[src/rtl/ex_div.sv]
`default_nettype none
// ============================================================================
// Module   : ex_div
// Brief    : Iterative radix-2 restoring divider (DIV/DIVU) for the EX stage.
// Revision : 1.0 - initial release
// ============================================================================
module ex_div #(
    parameter int WIDTH = 32
) (
    input  logic                 clk,
    input  logic                 rst,
    input  logic                 start,
    input  logic                 annul,
    input  logic                 signed_div,
    input  logic [WIDTH-1:0]     opdata1,
    input  logic [WIDTH-1:0]     opdata2,
    output logic [2*WIDTH-1:0]   result,
    output logic                 ready,
    output logic                 busy
);

    localparam int              CNT_W    = (WIDTH > 1) ? $clog2(WIDTH) : 1;
    localparam logic [CNT_W-1:0] CNT_LAST = CNT_W'(WIDTH - 1);

    typedef enum logic [1:0] {
        S_FREE     = 2'd0,
        S_DIV_ZERO = 2'd1,
        S_ON       = 2'd2,
        S_END      = 2'd3
    } state_t;

    state_t               r_state;
    logic [CNT_W-1:0]     r_cnt;
    logic [WIDTH-1:0]     r_rem;
    logic [WIDTH-1:0]     r_dvd;
    logic [WIDTH-1:0]     r_dvs;
    logic                 r_s1;
    logic                 r_s2;
    logic                 r_sgn;
    logic [2*WIDTH-1:0]   r_result;
    logic                 r_ready;

    logic [WIDTH-1:0]     w_abs1;
    logic [WIDTH-1:0]     w_abs2;
    logic [WIDTH:0]       w_trial;
    logic [WIDTH:0]       w_diff;
    logic                 w_fits;
    logic [WIDTH-1:0]     w_rem_nx;
    logic [WIDTH-1:0]     w_quo_nx;
    logic [WIDTH-1:0]     w_rem_fix;
    logic [WIDTH-1:0]     w_quo_fix;
    logic                 w_neg_q;
    logic                 w_neg_r;

    // Magnitudes wrap mod 2^WIDTH, so the most negative value maps onto itself
    // and is still the correct unsigned magnitude.
    assign w_abs1 = (signed_div && opdata1[WIDTH-1]) ? -opdata1 : opdata1;
    assign w_abs2 = (signed_div && opdata2[WIDTH-1]) ? -opdata2 : opdata2;

    // The partial remainder is always below the divisor, so the shifted trial
    // value needs one extra bit; a borrow out of that bit means "does not fit".
    assign w_trial  = {r_rem, r_dvd[WIDTH-1]};
    assign w_diff   = w_trial - {1'b0, r_dvs};
    assign w_fits   = ~w_diff[WIDTH];
    assign w_rem_nx = w_fits ? w_diff[WIDTH-1:0] : w_trial[WIDTH-1:0];
    assign w_quo_nx = {r_dvd[WIDTH-2:0], w_fits};

    assign w_neg_q   = r_sgn & (r_s1 ^ r_s2);
    assign w_neg_r   = r_sgn & r_s1;
    assign w_quo_fix = w_neg_q ? -w_quo_nx : w_quo_nx;
    assign w_rem_fix = w_neg_r ? -w_rem_nx : w_rem_nx;

    always_ff @(posedge clk or negedge rst) begin
        if (!rst) begin
            r_state  <= S_FREE;
            r_cnt    <= '0;
            r_rem    <= '0;
            r_dvd    <= '0;
            r_dvs    <= '0;
            r_s1     <= 1'b0;
            r_s2     <= 1'b0;
            r_sgn    <= 1'b0;
            r_result <= '0;
            r_ready  <= 1'b0;
        end else if (annul && (r_state != S_FREE)) begin
            r_state  <= S_FREE;
            r_cnt    <= '0;
            r_result <= '0;
            r_ready  <= 1'b0;
        end else begin
            case (r_state)
                S_FREE: begin
                    r_ready  <= 1'b0;
                    r_result <= '0;
                    if (start && !annul) begin
                        if (opdata2 == '0) begin
                            r_state <= S_DIV_ZERO;
                        end else begin
                            r_state <= S_ON;
                            r_cnt   <= '0;
                            r_rem   <= '0;
                            r_dvd   <= w_abs1;
                            r_dvs   <= w_abs2;
                            r_s1    <= opdata1[WIDTH-1];
                            r_s2    <= opdata2[WIDTH-1];
                            r_sgn   <= signed_div;
                        end
                    end
                end
                S_DIV_ZERO: begin
                    r_state  <= S_END;
                    r_result <= '0;
                    r_ready  <= 1'b0;
                end
                S_ON: begin
                    r_rem <= w_rem_nx;
                    r_dvd <= w_quo_nx;
                    r_cnt <= r_cnt + CNT_W'(1);
                    if (r_cnt == CNT_LAST) begin
                        r_result <= {w_rem_fix, w_quo_fix};
                        r_ready  <= 1'b1;
                        r_state  <= S_END;
                    end
                end
                S_END: begin
                    // Divide-by-zero arrives here with ready low; it rises one edge later.
                    if (start) begin
                        r_ready <= 1'b1;
                    end else begin
                        r_state  <= S_FREE;
                        r_ready  <= 1'b0;
                        r_result <= '0;
                    end
                end
                default: begin
                    r_state  <= S_FREE;
                    r_ready  <= 1'b0;
                    r_result <= '0;
                end
            endcase
        end
    end

    assign result = r_result;
    assign ready  = r_ready;
    assign busy   = (r_state != S_FREE);

endmodule
`default_nettype wire

[config.mk]
export PLATFORM = sky130hd
export DESIGN_NAME = ex_div
export DESIGN_NICKNAME = d
export VERILOG_FILES = /design/src/rtl/ex_div.sv
export SDC_FILE = /design/constraint.sdc
export NUM_CORES = 1
export LEC_CHECK = 0
export ABC_AREA = 1
export BUFFER_PORTS_ARGS = -buffer_cell sky130_fd_sc_hd__buf_2
export CAP_MARGIN = 30
export CORE_MARGIN = 1
export CORE_UTILIZATION = 50
export CTS_BUF_LIST = sky130_fd_sc_hd__clkbuf_8
export DETAILED_ROUTE_END_ITERATION = 8
export PLACE_DENSITY = 0.7
export RECOVER_POWER = 25
export SYNTH_ARGS = -nofsm -noshare
export SYNTH_HDL_FRONTEND = slang
export SYNTH_SLANG_ARGS = --single-unit
[constraint.sdc]
create_clock -name clk -period 3.6 [get_ports clk]
set_input_delay 0.54 -clock clk [delete_from_list [all_inputs] [get_ports clk]]
set_output_delay 0.54 -clock clk [all_outputs]
set_load 0.05 [all_outputs]
Yosys cells after proc, flatten, opt, wreduce, memory -nomap -nowiden

Cells that the tools add are included.
W data, S select, Z words.

Input port bits: 69
Bits in registers: 171
Word-level logic and storage cells: 77

$add $sub $neg: 6
Eq/ne operators: 10
Mux-type cells: 29
Bitwise operators: 6
Reductions and logical operators: 16

Operator list:

| cell                  | number |
|---|---|
| $mux W32              | 9 |
| $mux W64              | 3 |
| $pmux W64 S3          | 1 |
| $neg A32 Y32          | 4 |
| $pmux W32 S2          | 2 |
| $sub A33 B32 Y33      | 1 |
| $logic_not A32 Y1     | 1 |
| $mux W5               | 3 |
| $ne A3 B3 Y1 const B  | 4 |
| $mux W2               | 5 |
| $pmux W5 S2           | 1 |
| $pmux W2 S4           | 1 |
| $reduce_and A4 Y1     | 2 |
| $reduce_and A3 Y1     | 2 |
| $add A5 B1 Y5 const B | 1 |
| $eq A5 B5 Y1 const B  | 1 |
| $eq A2 B2 Y1 const B  | 2 |
| $logic_and A1 B1 Y1   | 4 |
| $ne A2 B2 Y1 const B  | 2 |
| $reduce_bool A2 Y1    | 2 |
| $mux W1               | 3 |
| $not A1 Y1            | 3 |
| $pmux W1 S3           | 1 |
| $reduce_bool A3 Y1    | 1 |
| other kinds (7)       | 8 |

Longest topological paths before layout

Gate-level depths: netlist of the first run.

Word-level depth: 7
Gate-level depth with buffers: 28

Worst setup path after synthesis of the first run

Ideal clock, no wire load.

Path kind: flip-flop to flip-flop
From: reg r_dvd[31]
To: reg r_result[22] (netlist: result[22])
Cell stages (with the launch flop): 27
Slack: 0.049 ns
Arrival time: 3.424 ns
Required time: 3.473 ns
Cells stage by stage: dfrtp_1 inv_1 ha_1 inv_1 fa_1 nand2_1 nand2_1 nand3_1 nand2_1 nand2_1 nand2_2 nand2_4 nand3_2 nand2_4 buf_2 ha_1 nand3_1 nor2_1 inv_1 nor3_1 inv_1 nor3_1 nand3_1 nor2_1 nand3_1 a21oi_1 o21ai_0

Cells in the longest elaborated chain, start to end: 7

RTL lines:

| what                   | RTL line | RTL |
|---|---|---|
| start, declared        | 35       | `logic [WIDTH-1:0] r_dvd;` |
| start signal, assigned | 102      | `r_dvd <= w_abs1;` |
| start signal, assigned | 117      | `r_dvd <= w_quo_nx;` |
| $sub A33 B32 Y33       | 63       | `assign w_diff = w_trial - {1'b0, r_dvs};` |
| $not A1 Y1             | 64       | `assign w_fits = ~w_diff[WIDTH];` |
| $neg A32 Y32           | 70       | `assign w_quo_fix = w_neg_q ? -w_quo_nx : w_quo_nx;` |
| $mux W32               | 70       |  |
| $mux W64               | 119      | `if (r_cnt == CNT_LAST) begin` |
| $pmux W64 S3           | 91       | `case (r_state)` |
| $mux W64               | 85       | `end else if (annul && (r_state != S_FREE)) begin` |
| end signal, assigned   | 120      | `r_result <= {w_rem_fix, w_quo_fix};` |
| end, declared          | 40       | `logic [2*WIDTH-1:0] r_result;` |

No other way between the ends. The select of a mux whose other input is x is not followed.
A chain may end at the register's enable or synchronous reset.

Worst setup path after layout of the first run

From: reg r_dvd[31]
To: reg r_result[18] (netlist: result[18])

Same word-level chain as after synthesis.

==> qor.txt, run 1 <==
most common cell after layout, fill and taps aside - nand2_1
final layout net count - 2221
top_reg_cell synth - dfrtp_1
routability congestion estimate - 0.956
outcome - complete, but fails checks
horizontal die dimension - 162 um
proportion of register bits with asynchronous set or reset after synthesis - 100%
Hold Fails Final Rpt - 0
worst clock skew on the final layout - 0.0251 ns
clock sink total - 171
area of combinational cells with multiple inputs - 0.00766 sq mm
Mapped Nets - 2039
average via count per standard cell - 5.43
# rows - 58
number of instances on the worst hold path - 3
cell at the root of the clock tree - clkbuf_8
Clock Tree Buf Depth - 2
initial antenna violation count - 1
number of cells traversed by the worst register-to-register path - 26
Hold Buf Count CTS - 0
pin count of the biggest net entering global routing - 69
floorplan die height - 162 um
dpl hpwl - 31900 um
setup slack, reg-to-reg - 0.12 ns
Post-synth EDFFs - 0
number of H-tree levels - 4
biggest fanout along the worst timing path - 3
Yosys warning total - 0
proportion of layout cells with a drive suffix above 1 - 16.8%
path type of the worst setup path - register to register
critical path data required time - 3.96 ns
worst hold-check slack - 0.296 ns
Crit. End Element - register
number of vias in the routed layout - 13300
first-pass detailed-route iteration total - 5
FILL cells - 2444
Skew-Pair Late Insertion Delay - 0.47 ns
area of the core region - 0.0252 sq mm
number of remaining DRC errors - 0
portion of the post-synthesis area used by sequential elements - 33.4%
initial standard-cell utilization of the core - 50.8%
Critical path origin - r_dvd[31]
critical register-to-register path endpoint - result[18]
average instance area after synthesis - 6.64 sq um
worst hold path type - input pin to register
endpoints failing setup - 0
global-route wire length before repair - 64700 um
transition time of the tightest slew-check pin - 1.93 ns
Worst Path Arrival - 3.84 ns
leading cell types in the layout, fill and taps excluded - 609 x nand2_1, 240 x inv_1, 168 x dfrtp_1, 152 x o21ai_0, 150 x nor2_1
Routed wire per std cell - 16.9 um
share of the clock period used by the worst path - 96.8%
Max-Cap Viols - 1
clock-pin transition on the worst setup and hold timing paths - 0.11 ns
gr ovfl total - 0
number of distinct standard cells referenced by the synthesized netlist - 54
I/O pin cnt - 135
count of pins over their slew limit - 69
Antenna Diode Count - 0
Highest Clock Rate - 0.287 GHz
setup repair after global routing missed its margin - true
cell area after synthesis - 0.0128 sq mm
GR Util All Layers - 31.5%
clock tree from TritonCTS - built
time the worst path needs with I/O delays and setup - 3.48 ns
failing checks - max-capacitance violations, max-slew violations
post-synthesis cell count - 1928
number of buffers added by the clock tree synthesis step - 17
detailed-route wire length - 41400 um
relative slew slack - -28.4%
Detail Route Antenna Nets - 0
PortBufs - 134
area used by sequential logic in the layout - 0.00428 sq mm
reg2reg start - r_dvd[31]
via count of the first global-routing pass - 12200
total die area - 0.0262 sq mm
crit start category - register
first-iteration detailed-routing DRC count - 1131
post-synthesis register bit count - 171
Area Overhead vs Synth - 17.4%
end point of the critical path - result[18]
[logic make-up after synthesis]
family,after synthesis,synth area share (%)
XOR/XNOR,77,5.27
adder cells (fa/ha/maj),42,4.16
AND/OR/NAND/NOR,1001,33.3
AO/OA/AOI/OAI,326,14.5
flip-flops,171,33.4
buffers and inverters,311,9.41
[Yosys cell counts, types with 6 or more instances]
cell      count  area, sq um
nand2_1     621         2330
inv_1       244          916
dfrtp_1     171         4280
nor2_1      154          578
o21ai_0     154          771
nand3_1     106          531
a21oi_1      69          345
xor2_1       49          429
clkbuf_1     42          158
ha_1         41          513
nor3_1       37          185
o22ai_1      30          188
xnor2_1      28          245
nand4_1      22          138
o211ai_1     20          150
nand2_2      15         93.8
o21ai_1      13         65.1
inv_2        10         37.5
nand3b_1      8         60.1
nor4_1        8         50.1
a31oi_1       7         43.8
nand2_4       7         78.8
buf_1         6         22.5
nor2_2        6         37.5
o21bai_1      6         45.0
o31ai_1       6         45.0
[worst min-delay path by stage]
stage | startpoint | end
floorplan | rst | r_cnt[0]
global placement | result[58] | result[58]
detailed placement | result[45] | result[45]
CTS | rst | r_dvs[19]
global route | opdata1[31] | r_s1
finish | opdata1[31] | r_s1
[state kept, by name, summed over array words and instances (netlist names)]
signal	count
ready	1
r_s1	1
r_s2	1
result	64
r_rem	32
r_state	2
r_sgn	1
r_dvs	32
r_dvd	32
r_cnt	5
[metal layers]
layer  track usage [%]  wire [um]  up-vias
met3              3.58       1990       73
li1                  -          -     6567
met2              52.5      19600      406
met5                 0          0        -
met4              10.2       1100        0
met1              42.8      18700     6281
[per-stage QoR]
step | util [%] | cell area [sq um] | worst slack [ns] | cells | setup TNS [ns]
2_1_floorplan | - | 12800 | 0.0488 | 1928 | 0
3_3_place_gp | 56.2 | 14200 | 0.0239 | 2399 | 0
3_5_place_dp | 56.2 | 14200 | -0.0912 | 2399 | -0.107
4_1_cts | 57.9 | 14600 | 0.00106 | 2431 | 0
5_1_grt | 59.7 | 15000 | -0.124 | 2453 | -0.243
6_report | 59.7 | 15000 | 0.117 | 2453 | 0
[timing repair]
| action | 4_1_cts | 5_1_grt |
|---|---|---|
| pin swaps | 0 | 22 |
| setup buffers | 0 | 21 |
| setup endpoints to repair | 2 | 45 |
| gates resized for setup | 3 | 61 |
| gates cloned | 0 | 1 |
[critical path, cell delays in order, from the launching register on]
cell and delay [ns]:
dfrtp_1 0.38, inv_2 0.06, ha_2 0.16, inv_2 0.05, fa_2 0.38, nand2_2 0.09
nand2_2 0.07, nand3_2 0.09, nand2_4 0.06, nand2_2 0.06, nand2_2 0.07, nand2_4 0.12
nand3_4 0.09, nand2_4 0.09, ha_4 0.15, nand3_4 0.09, nor2_4 0.13, inv_2 0.05
nor3_2 0.22, inv_1 0.10, nor3_2 0.20, nand3_1 0.14, nor2_2 0.19, buf_4 0.13
o21ai_0 0.06, nand2_1 0.08, o21ai_1 0.06
[final cells by class]
cell class	count	share of cell area [%]
sequential	171	28.5
inverter	255	6.39
clock buffer	18	1.65
tap	330	2.75
timing repair buffer	218	8.72
clock inverter	14	1.07
multi-input combinational	1447	50.9
Power of run 1 is left out: the tool's default activity adds up to more than one toggle a clock period on the data nets, which glitch-free logic cannot reach.
==> inputs of run 2 (changes only) <==
--- a/config.mk
+++ b/config.mk
@@ -8,11 +8,13 @@
 export ABC_AREA = 1
 export BUFFER_PORTS_ARGS = -buffer_cell sky130_fd_sc_hd__buf_2
 export CAP_MARGIN = 30
+export CELL_PAD_IN_SITES_DETAIL_PLACEMENT = 1
+export CELL_PAD_IN_SITES_GLOBAL_PLACEMENT = 1
 export CORE_MARGIN = 1
-export CORE_UTILIZATION = 50
+export CORE_UTILIZATION = 40
 export CTS_BUF_LIST = sky130_fd_sc_hd__clkbuf_8
 export DETAILED_ROUTE_END_ITERATION = 8
-export PLACE_DENSITY = 0.7
+export PLACE_DENSITY = 0.78
 export RECOVER_POWER = 25
 export SYNTH_ARGS = -nofsm -noshare
 export SYNTH_HDL_FRONTEND = slang
==> qor.txt, run 2 (synthesis results as in run 1) <==
outcome - complete, but fails checks
failing checks - max-capacitance violations, max-slew violations
Antenna Diode Count - 0 (unchanged)
gr ovfl total - 0 (unchanged)
biggest fanout along the worst timing path - 28 (+25)
time the worst path needs with I/O delays and setup - 3.44 ns (-0.0411 ns)
global-route wire length before repair - 74500 um (+15%)
Max-Cap Viols - 1 (unchanged)
Worst Slack Setup Final - 0.158 ns (+0.0411 ns)
clock sink total - 171 (unchanged)
proportion of layout cells with a drive suffix above 1 - 16.6% (-0.21 points)
critical register-to-register path endpoint - result[44]
Worst Path Arrival - 3.83 ns (about the same)
leading cell types in the layout, fill and taps excluded - 608 x nand2_1, 235 x inv_1, 170 x dfrtp_1, 149 x o21ai_0, 145 x nor2_1
endpoints failing setup - 0 (unchanged)
relative slew slack - -43.0% (-15 points)
average via count per standard cell - 5.36 (-1.3%)
reg2reg start - r_dvs[29]
worst hold path type - input pin to register
clock-pin transition on the worst setup and hold timing paths - 0.11 ns (about the same)
number of H-tree levels - 4 (unchanged)
final layout net count - 2212 (-0.41%)
first-iteration detailed-routing DRC count - 851 (-25%)
post-route non-filler standard cell count - 2516 (+2.6%)
number of cells traversed by the worst register-to-register path - 21 (-19%)
Worst Hold Launch - opdata1[31]
Area Overhead vs Synth - 17.5% (about the same)
number of vias in the routed layout - 13500 (+1.2%)
number of remaining DRC errors - 0 (unchanged)
detailed-route wire length - 46600 um (+13%)
cell at the root of the clock tree - clkbuf_8
Final Core Density - 47.7% (-12 points)
initial antenna violation count - 0 (-1)
FILL cells - 4268 (+75%)
GR Util All Layers - 28.9% (-2.6 points)
horizontal die dimension - 181 um (+12%)
first-pass detailed-route iteration total - 5 (unchanged)
post-placement worst setup slack - -0.0923 ns (-0.00101 ns)
initial standard-cell utilization of the core - 40.6% (-10 points)
critical path data required time - 3.99 ns (+0.03 ns)
Highest Clock Rate - 0.291 GHz (+1.2%)
Detail Route Antenna Nets - 0 (unchanged)
# rows - 65 (+12%)
Routed wire per std cell - 18.5 um (+9.8%)
area of combinational cells with multiple inputs - 0.00761 sq mm (-0.59%)
path type of the worst setup path - register to register
Hold Buf Count CTS - 0 (unchanged)
number of buffers added by the clock tree synthesis step - 17 (unchanged)
transition time of the tightest slew-check pin - 2.14 ns (+0.219 ns)
pin count of the biggest net entering global routing - 79 (+14%)
end point of the critical path - result[44]
total die area - 0.0327 sq mm (+25%)
Clock Tree Buf Depth - 2 (unchanged)
via count of the first global-routing pass - 13900 (+14%)
area used by sequential logic in the layout - 0.00428 sq mm (about the same)
Crit. End Element - register
crit start category - register
dpl hpwl - 36500 um (+15%)
I/O pin cnt - 135 (unchanged)
routability congestion estimate - 0.928 (-2.9%)
count of pins over their slew limit - 79 (+14%)
max reg flops - 64 (unchanged)
share of the clock period used by the worst path - 95.6% (-1.1 points)
clock tree from TritonCTS - built
area of the core region - 0.0316 sq mm (+25%)
PortBufs - 134 (unchanged)
placed instance count - 2470 (+3.0%)
setup slack, reg-to-reg - 0.16 ns (+0.04 ns)
Critical path origin - r_dvs[29]
Hold Fails Final Rpt - 0 (unchanged)
Skew-Pair Late Insertion Delay - 0.51 ns (+0.04 ns)
most common cell after layout, fill and taps aside - nand2_1
floorplan die height - 181 um (+12%)
worst clock skew on the final layout - 0.0247 ns (-0.000369 ns)
run 2: changes by cell type in the layout (fill, tap and decap cells not counted), moves of 5 or more:
| cell | previous run | this run |
|---|---|---|
| ha_4 | 14 | 8 |
| nor2_1 | 150 | 145 |
| buf_4 | 80 | 68 |
| inv_1 | 240 | 235 |
| ha_1 | 26 | 31 |
run 2: cell type report:
cell class	count	area share [%]
multi-input combinational	1447	50.6
timing repair buffer	209	8.53
clock buffer	17	1.56
tap	402	3.34
clock inverter	15	1.12
inverter	255	6.39
sequential	171	28.5
run 2: repair_timing:
item,4_1_cts,5_1_grt
pin swaps,0,18
buffers inserted,0,13
endpoints found under the setup margin,3,41
gates resized for setup,2,67
cloned,0,1
run 2: per-stage QoR:
| step | setup TNS [ns] | cell area, sq um | hold slack [ns] |
|---|---|---|---|
| after floorplan | 0 | 12800 | 0.244 |
| after global placement | 0 | 14300 | 0.461 |
| after detailed placement | -0.141 | 14300 | 0.465 |
| after CTS | 0 | 14700 | 0.114 |
| after global routing | -0.274 | 15000 | 0.269 |
| final | 0 | 15000 | 0.274 |
run 2: worst min-delay path by stage:
stage                       to  slack (ns)  cells past startpoint
detailed placement  result[60]        0.47                      2
finish                    r_s1        0.27                      3
global route              r_s1        0.27                      3
CTS                  r_rem[22]        0.11                      1
floorplan             r_cnt[0]        0.24                      0
global placement    result[60]        0.46                      2
run 2: critical path, stage by stage (launching register included):
cell and delay, ns:
dfrtp_1 0.38, inv_1 0.20, ha_1 0.35, nand2_1 0.14
a21oi_1 0.08, nor2_1 0.09, nand2_1 0.09, a21oi_4 0.15
buf_4 0.15, nand2_4 0.06, buf_4 0.14, nand2_4 0.12
nand2_8 0.10, buf_12 0.18, nand2_1 0.08, nand2_2 0.11
nand2_1 0.12, nor2_1 0.08, nor2_2 0.32, nor2_4 0.09
o21ai_1 0.21, nand2_1 0.07
run 2: layer usage:
| metal | part of all wire [%] | vias to the layer above | GRT usage [%] |
|---|---|---|---|
| li1 | - | 6550 | - |
| met1 | 46 | 6577 | 37.8 |
| met2 | 48 | 299 | 49.8 |
| met3 | 3.9 | 64 | 3.27 |
| met4 | 2.5 | 0 | 9.26 |
| met5 | 0 | - | 0 |
Power of run 2 is left out for the same reason.
==> inputs of run 3 (changes only) <==
--- a/config.mk
+++ b/config.mk
@@ -11,10 +11,10 @@
 export CELL_PAD_IN_SITES_DETAIL_PLACEMENT = 1
 export CELL_PAD_IN_SITES_GLOBAL_PLACEMENT = 1
 export CORE_MARGIN = 1
-export CORE_UTILIZATION = 40
+export CORE_UTILIZATION = 47
 export CTS_BUF_LIST = sky130_fd_sc_hd__clkbuf_8
 export DETAILED_ROUTE_END_ITERATION = 8
-export PLACE_DENSITY = 0.78
+export PLACE_DENSITY = 0.86
 export RECOVER_POWER = 25
 export SYNTH_ARGS = -nofsm -noshare
 export SYNTH_HDL_FRONTEND = slang
==> constraint.sdc (replaced) <==
create_clock -name clk -period 3.98 [get_ports clk]
set_input_delay 0.597 -clock clk [delete_from_list [all_inputs] [get_ports clk]]
set_output_delay 0.597 -clock clk [all_outputs]
set_load 0.05 [all_outputs]
==> qor.txt, run 3 (synthesis results as in run 1) <==
Clock Tree Buf Depth - 2 (unchanged)
Hold Buf Count CTS - 0 (unchanged)
detailed-route wire length - 46400 um (-0.47%)
number of buffers added by the clock tree synthesis step - 17 (unchanged)
final layout net count - 2163 (-2.2%)
biggest fanout along the worst timing path - 5 (-82%)
worst clock skew on the final layout - 0.0280 ns (+0.00329 ns)
post-route non-filler standard cell count - 2406 (-4.4%)
clock tree from TritonCTS - built
Worst Hold Launch - opdata1[31]
Antenna Diode Count - 0 (unchanged)
area of the core region - 0.0268 sq mm (-15%)
average via count per standard cell - 5.65 (+5.4%)
number of H-tree levels - 4 (unchanged)
proportion of layout cells with a drive suffix above 1 - 13.0% (-3.6 points)
first-iteration detailed-routing DRC count - 937 (+10%)
Crit. End Element - register
relative slew slack - -52.1% (-9.2 points)
cell at the root of the clock tree - clkbuf_8
PortBufs - 134 (unchanged)
GR Util All Layers - 33.6% (+4.6 points)
reg2reg start - r_dvd[31]
leading cell types in the layout, fill and taps excluded - 618 x nand2_1, 241 x inv_1, 171 x dfrtp_1, 153 x o21ai_0, 150 x nor2_1
outcome - complete, but fails checks
Detail Route Antenna Nets - 0 (unchanged)
post-placement worst setup slack - -0.0867 ns (+0.00558 ns)
number of remaining DRC errors - 0 (unchanged)
Max-Cap Viols - 1 (unchanged)
Final Core Density - 53.5% (+5.9 points)
Area Overhead vs Synth - 12.1%
placed instance count - 2371 (-4.0%)
count of pins over their slew limit - 80 (+1.3%)
clock sink total - 171 (unchanged)
time the worst path needs with I/O delays and setup - 3.75 ns (+0.311 ns)
initial antenna violation count - 0 (unchanged)
path type of the worst setup path - register to register
# rows - 60 (-7.7%)
first-pass detailed-route iteration total - 5 (unchanged)
Highest Clock Rate - 0.266 GHz (-8.3%)
initial standard-cell utilization of the core - 47.8% (+7.2 points)
number of vias in the routed layout - 13600 (+0.76%)
Skew-Pair Late Insertion Delay - 0.50 ns (about the same)
Critical path origin - r_dvd[31]
horizontal die dimension - 167 um (-7.7%)
clock-pin transition on the worst setup and hold timing paths - 0.10 ns (about the same)
global-route wire length before repair - 73900 um (-0.80%)
failing checks - max-capacitance violations, max-slew violations
Worst Slack Setup Final - 0.227 ns (+0.0693 ns)
dpl hpwl - 36100 um (-1.2%)
max reg flops - 64 (unchanged)
share of the clock period used by the worst path - 94.3% (-1.3 points)
I/O pin cnt - 135 (unchanged)
endpoints failing setup - 0 (unchanged)
pin count of the biggest net entering global routing - 80 (+1.3%)
Routed wire per std cell - 19.3 um (+4.1%)
worst hold path type - input pin to register
Hold Fails Final Rpt - 0 (unchanged)
floorplan die height - 167 um (-7.7%)
transition time of the tightest slew-check pin - 2.28 ns (+0.137 ns)
crit start category - register
most common cell after layout, fill and taps aside - nand2_1
total die area - 0.0279 sq mm (-15%)
via count of the first global-routing pass - 14100 (+1.4%)
gr ovfl total - 0 (unchanged)
routability congestion estimate - 0.943 (+1.6%)
critical path data required time - 4.36 ns (+0.37 ns)
Worst Path Arrival - 4.13 ns (+0.30 ns)
run 3: cell count changes in the layout (fill, tap and decap cells not counted), moves of 6 or more:
cell	change
ha_4	-7
nand2_2	-8
nand2_1	+10
inv_2	-6
inv_1	+6
buf_4	-46
ha_1	+9
run 3: timing repair:
| item | CTS | global route |
|---|---|---|
| pin swaps | 0 | 8 |
| buffers inserted | 0 | 2 |
| resized for setup | 3 | 19 |
| setup endpoints to repair | 2 | 25 |
| gates cloned | 0 | 1 |
run 3: worst max-delay path: stages, from the launching register on:
cell and delay (ns):
dfrtp_1 0.40, inv_2 0.08, ha_1 0.18, inv_2 0.07, fa_2 0.35, nand2_1 0.07, nand2_1 0.08, nand3_1 0.11
nand2_2 0.09, nand2_1 0.09, nand2_2 0.09, nand2_4 0.12, nand3_4 0.11, nand2_4 0.13, ha_4 0.15, nand3_2 0.11
nor2_4 0.15, buf_4 0.12, nand4_1 0.14, nor2_2 0.18, nand4_1 0.14, nor2_2 0.18, nor2_1 0.09, inv_1 0.11
nand3_1 0.08, a32o_1 0.24
run 3: final timing paths:
path | end | depth (start not counted) | slack, ns
worst max-delay path | result[30] | 25 | 0.23
worst max register to register | result[30] | 25 | 0.23
min in group asynchronous | r_rem[22] | 1 | 0.76
max in group asynchronous | result[20] | 2 | 1.14
worst min-delay path | r_s1 | 3 | 0.37
worst min register to register | result[58] | 2 | 0.49
run 3: stage by stage:
step	hold slack, ns	area [sq um]	TNS, ns
floorplan	0.301	12800	0
global placement	0.458	13900	0
detailed placement	0.466	13900	-0.0867
CTS	0.208	14300	0
global route	0.374	14300	-0.0511
finish	0.366	14300	0
run 3: area by class of cell:
cell class              count  area (sq um)
well taps                 341           427
inverters                 255           961
flip-flops and latches    171          4280
multi-input cells        1447          7420
clock buffers              17           234
fillers                  3686         12500
clock inverters            15           149
repair buffers            160           883
run 3: per-layer routing:
| metal | routed length [um] | vias to the layer above | global-route usage [%] |
|---|---|---|---|
| li1 | - | 6456 | - |
| met1 | 20200 | 6674 | 42.7 |
| met2 | 22700 | 357 | 58.1 |
| met3 | 1890 | 106 | 3.61 |
| met4 | 1640 | 0 | 13.3 |
| met5 | 0 | - | 0 |
Power of run 3 is left out for the same reason.
